--- src/rtl/piso_pkg.sv ---
// Shared definitions for the parallel-in / serial-out serializer.
package piso_pkg;

  // Default word width in bits; legal values are 2..32.
  localparam int unsigned PISO_DEFAULT_WIDTH = 4;

  // Serializer control states: waiting for a word, or emitting its bits.
  typedef enum logic {
    IDLE  = 1'b0,
    SHIFT = 1'b1
  } piso_state_e;

endpackage : piso_pkg

--- src/rtl/piso_serializer.sv ---
// MSB-first parallel-to-serial converter with a valid/ready load port and a
// bit-rate enable. The next word is accepted during the last-bit cycle, so
// frames can be emitted back to back without an idle bit between them.
module piso_serializer
  import piso_pkg::*;
#(
  parameter int unsigned WIDTH = PISO_DEFAULT_WIDTH
) (
  input  logic             clk,
  input  logic             reset_n,
  input  logic             load_valid,
  output logic             load_ready,
  input  logic [WIDTH-1:0] parallel_in,
  input  logic             shift_en,
  output logic             serial_out,
  output logic             serial_valid,
  output logic             frame_start,
  output logic             frame_last
);

  // The counter indexes bits 0..WIDTH-1 of the current frame.
  localparam int unsigned CW = (WIDTH > 1) ? $clog2(WIDTH) : 1;
  localparam logic [CW-1:0] LAST_IDX = CW'(WIDTH - 1);

  piso_state_e      state_q, state_d;
  logic [WIDTH-1:0] shift_q, shift_d;
  logic [CW-1:0]    cnt_q, cnt_d;

  logic inShift;
  logic atLast;
  logic accept;

  assign inShift = (state_q == SHIFT);
  assign atLast  = (cnt_q == LAST_IDX);
  assign accept  = load_valid && load_ready;

  // Handshake and frame flags, all derived from registered state plus shift_en.
  always_comb begin
    load_ready   = 1'b0;
    serial_valid = inShift;
    serial_out   = 1'b0;
    frame_start  = 1'b0;
    frame_last   = 1'b0;
    if (inShift) begin
      load_ready  = atLast && shift_en;
      serial_out  = shift_q[WIDTH-1];
      frame_start = (cnt_q == '0);
      frame_last  = atLast;
    end else begin
      load_ready = 1'b1;
    end
  end

  // Next-state logic: load on accept, shift on enable, finish after the last bit.
  always_comb begin
    state_d = state_q;
    shift_d = shift_q;
    cnt_d   = cnt_q;
    unique case (state_q)
      IDLE: begin
        if (accept) begin
          state_d = SHIFT;
          shift_d = parallel_in;
          cnt_d   = '0;
        end
      end
      SHIFT: begin
        if (shift_en) begin
          if (atLast) begin
            cnt_d = '0;
            if (accept) begin
              state_d = SHIFT;
              shift_d = parallel_in;
            end else begin
              state_d = IDLE;
              shift_d = '0;
            end
          end else begin
            shift_d = {shift_q[WIDTH-2:0], 1'b0};
            cnt_d   = cnt_q + CW'(1);
          end
        end
      end
      default: begin
        state_d = IDLE;
        shift_d = '0;
        cnt_d   = '0;
      end
    endcase
  end

  // State register; reset aborts any frame in progress immediately.
  always_ff @(posedge clk or negedge reset_n) begin
    if (!reset_n) begin
      state_q <= IDLE;
      shift_q <= '0;
      cnt_q   <= '0;
    end else begin
      state_q <= state_d;
      shift_q <= shift_d;
      cnt_q   <= cnt_d;
    end
  end

endmodule : piso_serializer

--- config.mk ---
export PLATFORM = sky130hd
export DESIGN_NAME = piso_serializer
export DESIGN_NICKNAME = d
export VERILOG_FILES = /design/src/rtl/piso_pkg.sv /design/src/rtl/piso_serializer.sv
export SDC_FILE = /design/constraint.sdc
export NUM_CORES = 1
export LEC_CHECK = 0
export BUFFER_PORTS_ARGS = -buffer_cell sky130_fd_sc_hd__clkbuf_2
export CAP_MARGIN = 20
export CORE_MARGIN = 2
export CORE_UTILIZATION = 25
export DETAILED_ROUTE_END_ITERATION = 16
export PLACE_DENSITY = 0.55
export SETUP_SLACK_MARGIN = 0.02
export SLEW_MARGIN = 20
export SYNTH_ARGS = -nofsm -noshare
export SYNTH_HDL_FRONTEND = slang
export SYNTH_SLANG_ARGS = --single-unit
--- constraint.sdc ---
create_clock -name clk -period 1.3 [get_ports clk]
set_input_delay 0.13 -clock clk [delete_from_list [all_inputs] [get_ports clk]]
set_output_delay 0.13 -clock clk [all_outputs]
set_load 0.01 [all_outputs]
==> results of run 1 <==
flip-flops by register name (all words and copies together), names as in the netlist:
register	count
cnt_q	2
serial_valid	1
shift_q	4
cell type report:
type / instances / area share [%]
clock buffers: 4 / 4.42
inverters: 3 / 2.32
multi-input cells: 20 / 36.2
flip-flops and latches: 7 / 29.7
well taps: 16 / 3.37
repair buffers: 20 / 24.0
worst max-delay path by stage:
stage	cells after the start	endpoint	slack, ps
finish	5	load_ready	-90
global route	5	load_ready	-150
CTS	5	load_ready	-110
detailed placement	4	shift_q[3]	-20
global placement	4	shift_q[1]	-8
floorplan	4	shift_q[1]	20
layout by cell type (no fill, tap or decap):
cell | netlist | layout
clkbuf_1 | 0 | 1
nand2_1 | 1 | 1
nand3b_1 | 1 | 1
inv_4 | 0 | 1
a21boi_4 | 0 | 1
o21ai_0 | 1 | 1
clkbuf_2 | 0 | 10
or2_2 | 1 | 1
a221o_1 | 3 | 3
dfrtp_2 | 0 | 1
a32o_1 | 1 | 1
a22o_1 | 1 | 1
ha_4 | 0 | 2
mux2i_2 | 1 | 1
and4b_2 | 1 | 1
dlygate4sd3_1 | 0 | 1
inv_2 | 0 | 1
dfrtp_1 | 7 | 6
and2_1 | 3 | 2
inv_1 | 3 | 1
clkbuf_4 | 0 | 3
and2_4 | 0 | 1
nor2b_2 | 1 | 1
and4b_1 | 2 | 2
buf_6 | 1 | 4
buf_4 | 0 | 5
power by group:
group	leakage (nW)	internal, mW	switching (mW)
Sequential	0.0872	0.295	0.0664
Combinational	0.195	0.378	0.241
Clock	0.0150	0.117	0.0785
critical path, stage by stage (launching register included):
cell      delay [ps]
dfrtp_1          410
ha_4             190
a21boi_4         170
buf_6            110
inv_2             30
buf_6            100
per-layer routing:
layer	GRT usage, %	routed length, um
met2	14.2	414
met5	0	0
met1	13.7	394
met3	1.28	38
met4	7.50	0
timing repair:
item	4_1_cts	5_1_grt
pin swaps	4	2
gates resized for setup	8	8
setup buffers	2	2
hold buffers	1	0
endpoints found under the hold margin	7	0
setup endpoints to repair	6	7
cell families after synthesis:
kind of cell / share of synthesized area (%)
adders and majority gates: 6.62
buffers and inverters: 5.96
DFF: 46.4
muxes: 3.64
and+or+nand+nor: 20.2
AOI/OAI and AO/OA: 17.2
==> results by group, run 1 <==
Run status
  – Status: finished with violations
  – Failing checks: negative setup slack

Placement
  – DP Cell Count: 61
  – Port bufs: 12
  – Setup slack at placement: -19.6 ps
  – Area after DPL: 469 um^2
  – Placer Congestion: 0.699
  – Post-DP HPWL: 589 um

Logic synthesis
  – Synth Cell Area: 378 um^2
  – Register area share after synthesis: 46.4%
  – Yosys warning total: 0
  – Post-synth ARST share: 100%
  – Avg Cell Area, Syn: 12.2 um^2
  – Syn_nets: 41
  – Post-synth top area cell: dfrtp_1
  – Mapped Cells: 31
  – Prevailing post-synth register cell: dfrtp_1
  – Top cells by count, synth: dfrtp_1, a221o_1, and2_1, inv_1
  – Dominant cells by area after synthesis: dfrtp_1, a221o_1, ha_1
  – Post-synth EDFFs: 0
  – Count leader, synth: dfrtp_1
  – Share of the synthesized area in the top cell type: 46.4%
  – Distinct cell type count after synthesis: 17
  – Yosys reg bits: 7

STA
  – Clock Skew: 1.60 ps
  – RSZ-0062 raised after global routing: yes
  – Final hold slack: 103 ps
  – Fin worst setup slack: -93.3 ps
  – Max Clk Rate: 718 MHz
  – Setup TNS: -288 ps
  – Setup Viol. Count Final: 5
  – Final hold violation count: 0
  – Rel. slew slack: 77.5%
  – Slew Limit Fails: 0
  – Final worst-path cycle share: 107%
  – Slew @ Worst Pin: 331 ps
  – Crit path time final: 1390 ps

Setup path
  – Critical Path Start: cnt_q[0]
  – R2R Setup Slk: -70 ps
  – Crit. End Element: primary output
  – Crit Path Class: reg -> out
  – Worst Path Max Fanout: 3
  – FF-to-FF End: shift_q[3]
  – Worst reg2reg path startpoint: cnt_q[0]
  – CP arrival: 1260 ps
  – CP Launch Type: flip-flop
  – CP Data Required Time: 1170 ps
  – Worst r2r path cells: 5

Min path
  – Hold Crit Class: in -> reg
  – Hold EP: shift_q[0]
  – Worst Min Path Start: parallel_in[0]
  – Hold-critical path depth: 2

Layout
  – Share of cells above drive strength 1: 61.1%
  – Ant. Diodes: 0
  – Final net count: 65
  – # fillers: 148
  – Layout Utilization: 40.9%
  – Area of the multi-input gates: 215 um^2
  – Post-route cell area: 594 um^2
  – Filler-free cell count of the finished design: 70
  – Seq. cell area: 176 um^2
  – P&R area growth vs syn: 57.3%

Power
  – Pwr/cell area: 1980 mW/mm^2
  – Leakage: 0.297 nW
  – Power Total: 1.18 mW
  – Worst VDD drop: 0.000656 V

CTS
  – CTS tree: yes
  – H-tree level count: 1
  – CTS Buf Count: 3
  – CTS sink cnt: 7
  – Clock transition at path regs: 50 ps
  – Clock Latency Late Sink: 250 ps
  – Clock root buffer master: clkbuf_4
  – Clock Path Buffers: 2

Floorplanning
  – Num rows: 14
  – Die area: 0.00184 mm^2
  – Initial core utilization: 26.0%
  – Core area: 0.00145 mm^2
  – IO Count: 13
  – Die Wd: 42.9 um
  – Die height: 42.9 um

GRT
  – Initial antenna violation count: 0
  – Vias in the first global route: 329
  – Largest net degree at the start of global routing: 9
  – Grt ovf: 0
  – Total track usage: 10.0%
  – First-pass GRT wire length: 1.35 mm

Detailed routing
  – Vias per cell: 4.61
  – 1st-iter DRT viols: 8
  – Detail-routed net length per standard cell: 12.1 um
  – Drt pass-1 iters: 2
  – Detailed Route WL: 847 um
  – Total vias in the final route: 323
  – ANT nets after route: 0
  – Drt drc: 0

Run
  – Max cap viols: 0
No activity file was read; power rests on OpenSTA's default activity.
==> inputs of run 2 (changes only) <==
--- a/config.mk
+++ b/config.mk
@@ -7,11 +7,10 @@
 export LEC_CHECK = 0
 export BUFFER_PORTS_ARGS = -buffer_cell sky130_fd_sc_hd__clkbuf_2
 export CAP_MARGIN = 20
-export CORE_MARGIN = 2
-export CORE_UTILIZATION = 25
+export CORE_AREA = 2 2 39 41
 export DETAILED_ROUTE_END_ITERATION = 16
-export PLACE_DENSITY = 0.55
-export SETUP_SLACK_MARGIN = 0.02
+export DIE_AREA = 0 0 41 43
+export PLACE_DENSITY = 0.6
 export SLEW_MARGIN = 20
 export SYNTH_ARGS = -nofsm -noshare
 export SYNTH_HDL_FRONTEND = slang
==> results by group, run 2 (synthesis gave the netlist of run 1 again) <==
CTS
  – CTS Buf Count: 3 (unchanged)
  – Clock transition at path regs: 50 ps (about the same)
  – Clock Latency Late Sink: 260 ps (about the same)
  – Clock Path Buffers: 2 (unchanged)
  – CTS sink cnt: 7 (unchanged)
  – H-tree level count: 1 (unchanged)
  – CTS tree: yes
  – Clock root buffer master: clkbuf_4

Layout
  – P&R area growth vs syn: 48.0%
  – Ant. Diodes: 0 (unchanged)
  – # fillers: 139 (-6.1%)
  – Commonest non-fill, non-tap cell in the layout: clkbuf_2
  – Commonest cells after routing, fill and taps aside: clkbuf_2, dfrtp_1, buf_4
  – Filler-free cell count of the finished design: 69 (-1.4%)
  – Final net count: 64 (-1.5%)
  – Share of cells above drive strength 1: 56.6% (-4.5 points)
  – Largest register FFs: 4 (unchanged)
  – Largest Register: shift_q

STA
  – Rel. slew slack: 76.1% (-1.4 points)
  – Max Clk Rate: 710 MHz (-1.1%)
  – Fin worst setup slack: -108 ps (-14.9 ps)
  – RSZ-0062 raised after global routing: yes
  – Crit path time final: 1410 ps (+14.9 ps)
  – Setup Viol. Count Final: 5 (unchanged)
  – Setup TNS: -262 ps (+26.5 ps)
  – Slew @ Worst Pin: 351 ps (+20.2 ps)
  – Final worst-path cycle share: 108% (+1.1 points)
  – Final hold violation count: 0 (unchanged)
  – Clock Skew: 0.537 ps (-1.06 ps)
  – Slew Limit Fails: 0 (unchanged)

Floorplanning
  – Die height: 43 um (+0.29%)
  – Die area: 0.00176 mm^2 (-4.1%)
  – Die Wd: 41 um (-4.4%)
  – Num rows: 14 (unchanged)
  – Initial core utilization: 27.3% (+1.3 points)
  – Core area: 0.00138 mm^2 (-4.8%)
  – IO Count: 13 (unchanged)

Detailed routing
  – Drt drc: 0 (unchanged)
  – Total vias in the final route: 341 (+5.6%)
  – Vias per cell: 4.94 (+7.1%)
  – Drt pass-1 iters: 4 (+2)
  – 1st-iter DRT viols: 3 (-5)
  – ANT nets after route: 0 (unchanged)
  – Detail-routed net length per standard cell: 12.0 um (-1.1%)
  – Detailed Route WL: 826 um (-2.5%)

GRT
  – Total track usage: 12.3% (+2.3 points)
  – Largest net degree at the start of global routing: 8 (-1)
  – Grt ovf: 0 (unchanged)
  – Initial antenna violation count: 0 (unchanged)
  – Vias in the first global route: 301 (-8.5%)
  – First-pass GRT wire length: 1.35 mm (+0.52%)

Setup path
  – CP Data Required Time: 1170 ps (about the same)
  – Worst Path Max Fanout: 3 (unchanged)
  – Crit. End Element: primary output
  – Crit Path Class: reg -> out
  – CP Launch Type: flip-flop
  – CP arrival: 1280 ps (+20 ps)

Placement
  – Post-DP HPWL: 554 um (-6.0%)
  – Setup slack at placement: -33.2 ps (-13.6 ps)
  – Placer Congestion: 0.777 (+11%)
  – Port bufs: 12 (unchanged)
  – DP Cell Count: 61 (unchanged)

Power
  – Power Total: 1.06 mW (-9.4%)
  – Pwr/cell area: 1900 mW/mm^2 (-3.8%)
  – Worst VDD drop: 0.000870 V (+33%)
  – Leakage: 0.281 nW (-5.5%)

Min path
  – Hold Crit Class: in -> reg

Run status
  – Failing checks: negative setup slack
  – Status: finished with violations

Run
  – Max cap viols: 0 (unchanged)
-- run 2: report_power, final --
part / internal (mW) / switching, mW
Combinational: 0.299 / 0.198
Clock: 0.118 / 0.0905
Sequential: 0.295 / 0.0642
Total: 0.711 / 0.353
-- run 2: worst max-delay path: stages, from the launching register on --
cell and delay (ps):
dfrtp_1 420, ha_4 190, a21boi_2 140, buf_4 130, inv_2 30, buf_6 100
-- run 2: area by class of cell --
class	count	area (um^2)	area share, %
Clock buffer	4	26.3	4.70
Inverter	3	11.3	2.01
Multi-Input combinational cell	20	200	35.8
Sequential cell	7	176	31.5
Tap cell	16	20.0	3.58
Timing Repair Buffer	19	125	22.4
-- run 2: per-layer routing --
metal / global-route usage (%) / vias up / share of wire (%)
met2: 16.6 / 12 / 47
li1: - / 158 / -
met1: 14.8 / 168 / 43
met3: 9.42 / 3 / 8.0
met4: 4.00 / 0 / 1.5
met5: 0 / - / 0
-- run 2: per-stage QoR --
step | hold slack, ps | cell area [um^2] | util [%]
3_5_place_dp | -19.8 | 469 | 33.9
2_1_floorplan | -166 | 378 | -
5_1_grt | 84.4 | 559 | 40.4
6_report | 92.6 | 559 | 40.4
3_3_place_gp | -20.8 | 469 | 33.9
4_1_cts | 92.6 | 546 | 39.4
-- run 2: final timing paths --
check                      depth (start not counted)  slack (ps)      startpoint           end
setup reg to reg                                   5         -30        cnt_q[0]    shift_q[1]
hold / removal                                     2          90  parallel_in[0]    shift_q[0]
hold reg to reg                                    1         500      shift_q[0]    shift_q[0]
max in group asynchronous                          2         870         reset_n  serial_valid
setup / recovery                                   5        -110        cnt_q[0]    load_ready
min in group asynchronous                          2         240         reset_n      cnt_q[0]
-- run 2: repair_timing --
action / in CTS / in global routing
hold endpoints to repair: 7 / 0
pin swaps: 2 / 1
gates resized for setup: 4 / 6
endpoints found under the setup margin: 6 / 7
setup buffers: 3 / 0
hold buffers: 1 / 0
==> inputs of run 3 (changes only) <==
--- a/config.mk
+++ b/config.mk
@@ -8,9 +8,11 @@
 export BUFFER_PORTS_ARGS = -buffer_cell sky130_fd_sc_hd__clkbuf_2
 export CAP_MARGIN = 20
 export CORE_AREA = 2 2 39 41
+export CTS_CLUSTER_DIAMETER = 150
 export DETAILED_ROUTE_END_ITERATION = 16
 export DIE_AREA = 0 0 41 43
 export PLACE_DENSITY = 0.6
+export RECOVER_POWER = 100
 export SLEW_MARGIN = 20
 export SYNTH_ARGS = -nofsm -noshare
 export SYNTH_HDL_FRONTEND = slang
==> results by group, run 3 (synthesis gave the netlist of run 1 again) <==
GRT
  – Total track usage: 12.3% (unchanged)
  – Grt ovf: 0 (unchanged)
  – Largest net degree at the start of global routing: 8 (unchanged)
  – First-pass GRT wire length: 1.35 mm (unchanged)
  – Initial antenna violation count: 0 (unchanged)
  – Vias in the first global route: 301 (unchanged)

Placement
  – Area after DPL: 469 um^2 (unchanged)
  – Setup slack at placement: -33.2 ps (unchanged)
  – Post-DP HPWL: 554 um (unchanged)
  – Port bufs: 12 (unchanged)
  – Placer Congestion: 0.777 (unchanged)

STA
  – RSZ-0062 raised after global routing: yes
  – Slew Limit Fails: 0 (unchanged)
  – Setup TNS: -261 ps (+0.0810 ps)
  – Final worst-path cycle share: 108% (about the same)
  – Max Clk Rate: 710 MHz (about the same)
  – Crit path time final: 1410 ps (-0.0150 ps)
  – Clock Skew: 0.535 ps (-0.00244 ps)
  – Rel. slew slack: 72.6% (-3.6 points)
  – Setup Viol. Count Final: 5 (unchanged)
  – Final hold violation count: 0 (unchanged)
  – Slew @ Worst Pin: 411 ps (+60.2 ps)
  – Fin worst setup slack: -108 ps (+0.0150 ps)

Floorplanning
  – Die Wd: 41 um (unchanged)
  – Core area: 0.00138 mm^2 (unchanged)
  – Initial core utilization: 27.3% (unchanged)
  – Die area: 0.00176 mm^2 (unchanged)
  – IO Count: 13 (unchanged)
  – Die height: 43 um (unchanged)
  – Num rows: 14 (unchanged)

Layout
  – Commonest cells after routing, fill and taps aside: clkbuf_2, dfrtp_1, buf_4
  – Final net count: 64 (unchanged)
  – Commonest non-fill, non-tap cell in the layout: clkbuf_2
  – Share of cells above drive strength 1: 52.8% (-3.8 points)
  – P&R area growth vs syn: 47.4%
  – Largest Register: shift_q
  – Ant. Diodes: 0 (unchanged)
  – Post-route cell area: 557 um^2 (-0.45%)
  – Largest register FFs: 4 (unchanged)

Detailed routing
  – ANT nets after route: 0 (unchanged)
  – Drt pass-1 iters: 4 (unchanged)
  – 1st-iter DRT viols: 3 (unchanged)
  – Detailed Route WL: 824 um (-0.24%)
  – Drt drc: 0 (unchanged)
  – Vias per cell: 4.94 (unchanged)
  – Total vias in the final route: 341 (unchanged)
  – Detail-routed net length per standard cell: 11.9 um (-0.24%)

Setup path
  – Crit Path Class: reg -> out
  – CP Launch Type: flip-flop
  – Crit. End Element: primary output
  – Worst Path Max Fanout: 3 (unchanged)
  – CP arrival: 1280 ps (about the same)
  – CP Data Required Time: 1170 ps (about the same)
  – Worst r2r path cells: 5 (unchanged)

Run
  – Max cap viols: 0 (unchanged)

CTS
  – Clock transition at path regs: 50 ps (about the same)
  – Clock Latency Late Sink: 260 ps (about the same)
  – Clock root buffer master: clkbuf_4
  – CTS tree: yes
  – Clock Path Buffers: 2 (unchanged)
  – CTS sink cnt: 7 (unchanged)
  – CTS Buf Count: 3 (unchanged)
  – H-tree level count: 1 (unchanged)

Power
  – Pwr/cell area: 1910 mW/mm^2 (+0.29%)
  – Worst VDD drop: 0.000870 V (about the same)
  – Leakage: 0.278 nW (-0.92%)
  – Power Total: 1.06 mW (-0.16%)

Min path
  – Hold-critical path depth: 2 (unchanged)
  – Hold Crit Class: in -> reg

Run status
  – Failing checks: negative setup slack
  – Status: finished with violations
==> run 3: cell counts in the layout (fill, tap and decap cells not counted) <==
Identical to the previous run, type by type.
==> run 3: worst paths after layout <==
check,endpoint,startpoint,slack [ps]
min in group asynchronous,cnt_q[0],reset_n,310
hold / removal,shift_q[0],parallel_in[0],90
hold reg to reg,shift_q[0],shift_q[0],500
max in group asynchronous,shift_q[0],reset_n,700
setup reg to reg,shift_q[1],cnt_q[0],-30
setup / recovery,load_ready,cnt_q[0],-110
==> run 3: layout make-up <==
cell class / count / area [um^2]
timing repair buffer: 19 / 124
tap: 16 / 20.0
fill: 141 / 827
inverter: 3 / 11.3
sequential: 7 / 175
clock buffer: 4 / 26.3
multi-input combinational: 20 / 200
==> run 3: timing repair <==
item / 4_1_cts / 5_1_grt
pin swaps: 2 / 1
setup buffers: 3 / 0
hold buffers: 1 / 0
resized for setup: 4 / 6
endpoints found under the hold margin: 7 / 0
setup endpoints to repair: 6 / 7
cloned: 0 / 0
==> run 3: worst max-delay path: stages (launching register included) <==
cell	delay (ps)
dfrtp_1	420
ha_4	190
a21boi_2	140
buf_4	130
inv_2	30
buf_6	100
==> run 3: routing by layer <==
| metal | GRT usage, % | up-vias | wire [um] |
|---|---|---|---|
| met4 | 4.00 | 0 | 12 |
| li1 | - | 158 | - |
| met5 | 0 | - | 0 |
| met1 | 14.8 | 168 | 354 |
| met2 | 16.6 | 12 | 389 |
| met3 | 9.42 | 3 | 66 |
==> run 3: through the flow <==
stage               utilization, %  instances  hold slack, ps
floorplan                        -         31            -166
global placement              33.9         61           -20.8
detailed placement            33.9         61           -19.8
CTS                           39.4         69            92.6
global route                  40.2         69            84.4
finish                        40.2         69            92.6
==> run 3: report_power, final <==
part | switching, mW | total [mW] | internal (mW) | leakage, nW
clock network | 0.0905 | 0.208 | 0.118 | 0.0150
logic | 0.198 | 0.497 | 0.299 | 0.175
registers | 0.0642 | 0.358 | 0.293 | 0.0876
total | 0.353 | 1.06 | 0.710 | 0.278
